<file path="src/rtl/serial_link_pkg.sv">
// Shared definitions for the serial link: frame state names and line levels.
// The transmitter and the matching receiver both import this package.
package serial_link_pkg;

  // Frame phases, in the order they appear on the line.
  typedef enum logic [2:0] {
    IDLE,
    START,
    DATA,
    PARITY,
    STOP
  } state_t;

  // Line levels: the line rests low, a frame opens high and closes low.
  localparam logic LINE_IDLE = 1'b0;
  localparam logic START_BIT = 1'b1;
  localparam logic STOP_BIT  = 1'b0;

endpackage

</file>
<file path="src/rtl/serial_word_tx_if.sv">
// Word handshake between a word producer (master) and the serial transmitter (slave).
interface serial_word_tx_if #(
  parameter int WIDTH = 8
) ();

  logic [WIDTH-1:0] data_in;
  logic             data_valid;
  logic             data_ready;

  modport master (
    output data_in,
    output data_valid,
    input  data_ready
  );

  modport slave (
    input  data_in,
    input  data_valid,
    output data_ready
  );

endinterface

</file>
<file path="src/rtl/piso_shift_reg.sv">
// Parallel-in serial-out register: loads a word and presents its MSB,
// moving the next lower bit up on every shift.
module piso_shift_reg #(
  parameter int WIDTH = 8
) (
  input  logic             clk,
  input  logic             reset,
  input  logic             load,
  input  logic             shift,
  input  logic [WIDTH-1:0] d,
  output logic             msb
);

  logic [WIDTH-1:0] sr_reg;
  logic [WIDTH-1:0] shifted;

  // Each bit takes its lower neighbour on a shift; bit 0 refills with zero.
  for (genvar gi = 0; gi < WIDTH; gi++) begin : g_shift
    if (gi == 0) begin : g_lsb
      assign shifted[gi] = 1'b0;
    end else begin : g_upper
      assign shifted[gi] = sr_reg[gi-1];
    end
  end

  // Load has priority over shift so a new word is never corrupted on entry.
  always_ff @(posedge clk) begin
    if (reset) begin
      sr_reg <= '0;
    end else if (load) begin
      sr_reg <= d;
    end else if (shift) begin
      sr_reg <= shifted;
    end
  end

  assign msb = sr_reg[WIDTH-1];

endmodule

</file>
<file path="src/rtl/serial_word_tx.sv">
// Parallel-to-serial framing transmitter: start bit, data MSB first,
// optional even-parity bit, stop bit. Outputs are registered so the
// state register always names the bit currently on the line.
module serial_word_tx
  import serial_link_pkg::*;
#(
  parameter int WIDTH     = 8,
  parameter int PARITY_EN = 0
) (
  input  logic             clk,
  input  logic             reset,
  serial_word_tx_if.slave  bus,
  output logic             s_out,
  output logic             busy,
  output logic             frame
);

  localparam int              CNT_W    = $clog2(WIDTH);
  localparam logic [CNT_W-1:0] LAST_BIT = CNT_W'(WIDTH - 1);

  state_t           state_reg;
  logic [CNT_W-1:0] cnt_reg;
  logic             parity_reg;
  logic             msb;
  logic             accept;
  logic             shift;

  // Ready only while the line shows idle or a stop bit, never during reset.
  assign bus.data_ready = !reset && ((state_reg == IDLE) || (state_reg == STOP));
  assign accept         = bus.data_valid && bus.data_ready;

  // The MSB is copied to the line on the edge leaving START and on every DATA
  // edge, so the register advances on exactly those edges.
  assign shift = (state_reg == START) || (state_reg == DATA);

  piso_shift_reg #(
    .WIDTH (WIDTH)
  ) u_piso (
    .clk   (clk),
    .reset (reset),
    .load  (accept),
    .shift (shift),
    .d     (bus.data_in),
    .msb   (msb)
  );

  // Frame sequencer with registered line, busy and frame outputs.
  always_ff @(posedge clk) begin
    if (reset) begin
      state_reg  <= IDLE;
      s_out      <= LINE_IDLE;
      busy       <= 1'b0;
      frame      <= 1'b0;
      cnt_reg    <= '0;
      parity_reg <= 1'b0;
    end else begin
      case (state_reg)
        IDLE, STOP: begin
          if (accept) begin
            state_reg  <= START;
            s_out      <= START_BIT;
            busy       <= 1'b1;
            frame      <= 1'b0;
            cnt_reg    <= '0;
            parity_reg <= ^bus.data_in;
          end else begin
            state_reg <= IDLE;
            s_out     <= LINE_IDLE;
            busy      <= 1'b0;
            frame     <= 1'b0;
          end
        end
        START: begin
          state_reg <= DATA;
          s_out     <= msb;
          busy      <= 1'b1;
          frame     <= 1'b1;
        end
        DATA: begin
          busy <= 1'b1;
          if (cnt_reg == LAST_BIT) begin
            if (PARITY_EN != 0) begin
              state_reg <= PARITY;
              s_out     <= parity_reg;
              frame     <= 1'b1;
            end else begin
              state_reg <= STOP;
              s_out     <= STOP_BIT;
              frame     <= 1'b0;
            end
          end else begin
            cnt_reg <= cnt_reg + 1'b1;
            s_out   <= msb;
            frame   <= 1'b1;
          end
        end
        PARITY: begin
          state_reg <= STOP;
          s_out     <= STOP_BIT;
          busy      <= 1'b1;
          frame     <= 1'b0;
        end
        default: begin
          state_reg <= IDLE;
          s_out     <= LINE_IDLE;
          busy      <= 1'b0;
          frame     <= 1'b0;
        end
      endcase
    end
  end

endmodule
</file>
<file path="src/flat_wrapper.sv">
// flat-port wrapper written by rule: the top's interface ports become plain ports
module serial_word_tx_flat import serial_link_pkg::*;
#(
  parameter int WIDTH     = 8,
  parameter int PARITY_EN = 0
)
  (clk, reset, s_out, busy, frame, bus_data_in, bus_data_valid, bus_data_ready);
  serial_word_tx_if #(.WIDTH(WIDTH)) bus_i ();
  input  logic clk;
  input  logic reset;
  output logic s_out;
  output logic busy;
  output logic frame;
  input wire logic [$bits(bus_i.data_in)-1:0] bus_data_in;
  input wire logic [$bits(bus_i.data_valid)-1:0] bus_data_valid;
  output wire logic [$bits(bus_i.data_ready)-1:0] bus_data_ready;
  assign bus_i.data_in = bus_data_in;
  assign bus_i.data_valid = bus_data_valid;
  assign bus_data_ready = bus_i.data_ready;
  serial_word_tx #(.WIDTH(WIDTH), .PARITY_EN(PARITY_EN)) u_core (.clk(clk), .reset(reset), .bus(bus_i), .s_out(s_out), .busy(busy), .frame(frame));
endmodule
</file>
<file path="config.mk">
export PLATFORM = sky130hd
export DESIGN_NAME = serial_word_tx_flat
export DESIGN_NICKNAME = d
export VERILOG_FILES = /design/src/rtl/serial_link_pkg.sv /design/src/rtl/serial_word_tx_if.sv /design/src/rtl/piso_shift_reg.sv /design/src/rtl/serial_word_tx.sv /design/src/flat_wrapper.sv
export SDC_FILE = /design/constraint.sdc
export NUM_CORES = 1
export LEC_CHECK = 0
export ABC_AREA = 1
export CAP_MARGIN = 25
export CORE_MARGIN = 2
export CORE_UTILIZATION = 45
export DETAILED_ROUTE_END_ITERATION = 12
export HOLD_SLACK_MARGIN = 0.15
export PLACE_DENSITY = 0.73
export SLEW_MARGIN = 20
export SYNTH_ARGS = -nofsm -noshare
export SYNTH_HDL_FRONTEND = slang
export SYNTH_HIERARCHICAL = 1
export SYNTH_SLANG_ARGS = --single-unit
</file>
<file path="constraint.sdc">
create_clock -name clk -period 1.2 [get_ports clk]
set_input_delay 0.18 -clock clk [delete_from_list [all_inputs] [get_ports clk]]
set_output_delay 0.18 -clock clk [all_outputs]
set_load 0.03 [all_outputs]
</file>
* Word-level counts from Yosys, hierarchy flattened
Index checks and enable logic that the tools add are counted.
** Word-level totals
- Bits in registers :: 17
- Bits in latches :: 0
- Bits in writable memories :: 0
- Bits in read-only memories :: 0
- Logic and storage cells :: 40
- Memories kept :: 0
** Operators by class
- Add/subtract/negate cells :: 1
- Multipliers :: 0
- Divide/modulo/power cells :: 0
- Magnitude comparators :: 0
- Eq/ne operators :: 8
- Shift-type cells :: 0
- Muxes and demuxes :: 14
- Bitwise logic cells :: 0
- Reductions and logical operators :: 11
** Operators with widths (count)
- 8-bit 2-to-1 mux :: 2
- 3-bit case mux with 4 select lines :: 1
- 3-bit 2-to-1 mux :: 3
- 3-bit by 2-bit == test with 1-bit output (second input constant) :: 2
- 3-bit == test (second input constant) :: 2
- 3-bit case mux with 2 select lines :: 1
- 1-bit 2-to-1 mux :: 4
- 2-bit != test (second input constant) :: 2
- 1-bit case mux with 2 select lines :: 2
- 2-bit nonzero test :: 2
- 3-bit by 1-bit adder with 3-bit output (second input constant) :: 1
- 3-bit by 1-bit == test with 1-bit output (second input constant) :: 1
- 3-bit zero test :: 1
- 1-bit case mux with 3 select lines :: 1
- 3-bit AND reduction :: 1
- 3-bit OR reduction :: 1
- 1-bit logical AND :: 2
- 1-bit logical OR :: 2
- 2-bit by 1-bit != test with 1-bit output (second input constant) :: 1
- 2-bit OR reduction :: 1
- 1-bit zero test :: 1

* Longest topological paths before layout
- Depth in word-level cells :: 6
- Gate-level depth with buffers :: 10
- Gate-level depth less buffers :: 9

* Hierarchy
The synthesis kept the hierarchy.
** By module, submodules not included
- serial_word_tx :: instances 1, cells each 54, area an instance 437.9 um^2, sequential area each 180.2 um^2
- piso_shift_reg :: instances 1, cells each 60, area an instance 399.1 um^2, sequential area each 160.2 um^2

* Least setup slack after synthesis
No wires, ideal clock.
- Path kind :: flip-flop to output port
- From :: register u_core.state_reg[0]
- To :: output port bus_data_ready
- Arrival time :: 1.069 ns
- Required time :: 1.020 ns
- Slack :: -0.049 ns
- Cell stages (with the launch flop) :: 2
- Cells stage by stage :: dfxtp_1 -> nor3_1
** Between the ends
- Cells in the longest elaborated chain, start to end :: 3
- Elaborated cells between the ends (all ways) :: 4
- Those cells by class :: eq/ne: 1; reduce/logical: 3
** Ends and longest elaborated chain
- from (decl) :: line serial_word_tx.sv:21 : state_t state_reg;
- from (signal assigned) :: line serial_word_tx.sv:50 : state_reg <= IDLE;
- from (signal assigned) :: line serial_word_tx.sv:60 : state_reg <= START;
- from (signal assigned) :: line serial_word_tx.sv:67 : state_reg <= IDLE;
- 3-bit == test or 3-bit zero test (tied branches) :: line serial_word_tx.sv:29 : assign bus.data_ready = !reset && ((state_reg == IDLE) || (state_reg == STOP));
- 1-bit logical OR * :: line serial_word_tx.sv:29
- 1-bit logical AND * :: line serial_word_tx.sv:29
- to (decl) :: line flat_wrapper.sv:16 : output wire logic [$bits(bus_i.data_ready)-1:0] bus_data_ready;
Every way passes the cells marked *; elsewhere a longest branch is shown, timed or not.

* Worst setup path after layout
Same ends and word-level chain as after synthesis.

==> impl_metrics.toml <==
[logic_synthesis]
synth_top_cell_area_share = 0.407
post_synth_mux_area_share = 0
synth_sequential_area_ratio = 0.407
area_fraction_in_and_or_nand_and_nor_cells_after_synthesis = 0.417
synth-compound-area-share = 0.0389
synth.lib_cells_used.distinct = 19
avgSynthCellArea_sq_um = 7.34
yosys_warnings = 6
synth_cells = 114
synth_seq_cells = 17
share_of_synthesized_cell_area_in_full_adder_half_adder_and_majority_cells = 0.0299
synth.top_cells.by_area = "dfxtp_1, nand2_1, nand3_1"
synth_fp_nets = 127
synth.cell_area_sq_um = 837
synth_top_family_by_area = "simple AND/OR/NAND/NOR gates"
synthDominantAreaCellType = "dfxtp_1"
synthXorXnorAreaFrac = 0

[placed_design]
dp_hpwl_mm = 1.37
placedInstanceArea_sq_mm = 0.00113
numPortBuffers = 14
pre_cts_ws_ns = -0.304
final_estimated_routing_congestion_in_global_placement = 0.782

[timing]
worst_slack_ns = -0.101
setup-violations-final = 8
finClkSkew_ns = 0.00220
final_period_minus_worst_setup_slack_ns = 1.30
hold_violation_count_in_the_final_report = 0
slew-limit-headroom = 0.803
clock.fmax_ghz = 0.769
worst_pin_slew_ns = 0.296
final_max_slew_viol_count = 0
tns_ns = -0.445
fin_crit_sh = 1.08
grt_setup_unrepaired = "yes"
hold-worst-slack_ns = 0.438

[route]
routed_wirelength_mm = 1.94
viasPerCell = 4.74
drt_iter0_drc = 22
final_antenna_net_count = 0
drt_drc_violations_left = 0
routedWlPerCell_microns = 11.3
routed-via-count = 816
first_pass_iters = 4

[clock_network]
numCtsBuffers = 3
cts_tree = "built"
root_buffer = "clkbuf_4"
cts.reportedPaths.clkPinSlew_ns = 0.10
worstSkewPairLatency_ns = 0.30
clk_path_buf_depth = 2
depth_of_the_cts_h_tree = 1
clock-sinks = 17

[floorplan]
initial_utilization = 0.480
rows = 15
io-pin-count = 15
design.die.area_sq_mm = 0.00222
core_region_area_sq_mm = 0.00175
floorplan.die.width_microns = 47.1
die_height_microns = 47.1

[run_status]
status = "complete, but fails checks"
violations = "setup timing"

[power_and_ir_drop]
power_density_mw_per_mm2 = 1070
net-switching-power_mw = 0.436
peakVddDrop_mv = 0.856
comb_power_share = 0.285
fin_total_pwr_mw = 1.35
leakagePower_nw = 0.592
share_seq_of_total_power = 0.477
cell_internal_pwr_mw = 0.913
p_sw_frac = 0.323
clkPwrFrac = 0.237

[layout]
areaGrowthSynthToFinish_pct = 50.8
number_of_flip_flops_under_the_largest_register_name = 8
most_common_cell_after_layout_fill_and_taps_aside = "nand2_1"
design_area_sq_mm = 0.00126
n_fill_cell = 124
antenna-diode-count = 0
final_cell_mix = "nand2_1, buf_4, dfxtp_1"
final_layout_size_suffix_gt1_frac = 0.381
nNetsFinal = 161

[flow_run]
maxCapViolCount = 0

[critical_path]
reg2reg_slack_ns = -0.08
critical_path.max_fanout = 4
r2r_end = "u_core/u_piso/sr_reg[1]"
rr_startpoint = "u_core/state_reg[1]"
worstPathRequired_ns = 1.02
critPathArrivalTime_ns = 1.12
cp-end-kind = "output pin"
crit_type = "flop to output pin"
critical_path_startpoint_category = "flop"
ff2ff_path_depth = 9

[hold_path]
hold_path_depth = 3
holdCritPathClass = "primary input to flop"
hold_start = "bus_data_in[0]"
timing.hold.worst_endpoint = "u_core/u_piso/sr_reg[0]"

[global_routing]
grt_pass1_wl_mm = 2.79
pin_count_of_the_biggest_net_entering_global_routing = 11
vias_in_the_first_global_route = 677
grt_usage = 0.189
grt_overflow = 0
initial_antenna_violation_count = 0
critical path, cell delays in order (launching register included):
cell     delay [ns]
dfxtp_4        0.38
buf_6          0.11
nor3_2         0.15
buf_4          0.17
layer usage:
layer / share of wire / GRT usage
met1: 0.42 / 0.230
met2: 0.51 / 0.296
met3: 0.050 / 0.0500
met4: 0.024 / 0.117
met5: 0 / 0
power by group through the flow:
stage	Sequential, mW	Combinational (mW)	Clock, mW
6_report	0.644	0.385	0.320
5_1_grt	0.648	0.415	0.341
4_1_cts	0.639	0.378	0.324
3_5_place_dp	0.649	0.354	0
3_3_place_gp	0.646	0.344	0
2_1_floorplan	0.663	0.185	0
worst max path at each step:
| stage | start | end | slack, ns |
|---|---|---|---|
| finish | u_core/state_reg[0] | bus_data_ready | -0.10 |
| global route | u_core/state_reg[0] | bus_data_ready | -0.18 |
| CTS | u_core/state_reg[1] | bus_data_ready | -0.1 |
| detailed placement | reset | u_core/u_piso/sr_reg[7] | -0.30 |
| global placement | reset | u_core/u_piso/sr_reg[4] | -0.25 |
| floorplan | u_core/state_reg[2] | u_core/u_piso/sr_reg[1] | 0.008 |
synthesized netlist by cell type:
library cell,instances
inv_2,4
nor2_8,1
nor2_1,5
inv_1,15
nor3_1,1
o31ai_1,1
buf_6,1
nand4_1,2
ha_1,2
nand3_4,2
nand3_1,12
dfxtp_1,17
buf_4,1
a21oi_1,5
nand2_1,39
nor2_4,1
nor3_2,1
nand2_4,1
nor2_2,3
repair_timing:
item	CTS	global route
setup endpoints to repair	17	14
buffers inserted	3	0
hold buffers	0	0
resized for setup	17	19
pin swaps	7	8
through the flow:
step / std cells / util
6_report: 172 / 0.723
3_5_place_dp: 167 / 0.649
3_3_place_gp: 167 / 0.649
5_1_grt: 172 / 0.723
4_1_cts: 174 / 0.704
2_1_floorplan: 114 / -
kinds of logic (layout without fill, tap and decap cells):
group | after synthesis | in the layout
simple gates | 68 | 68
fa+ha+maj | 2 | 2
compound gates | 6 | 6
buf+inv | 21 | 54
flops | 17 | 17
layout make-up:
class	instances	area [sq um]	area share
flip-flops and latches	17	350	0.278
well taps	25	31.3	0.0248
clock inverters	1	5.00	0.00396
multi-input cells	76	497	0.393
clock buffers	3	22.5	0.0178
inverters	19	77.6	0.0614
repair buffers	31	279	0.221
Note: power is estimated with default switching activity, not from simulation.
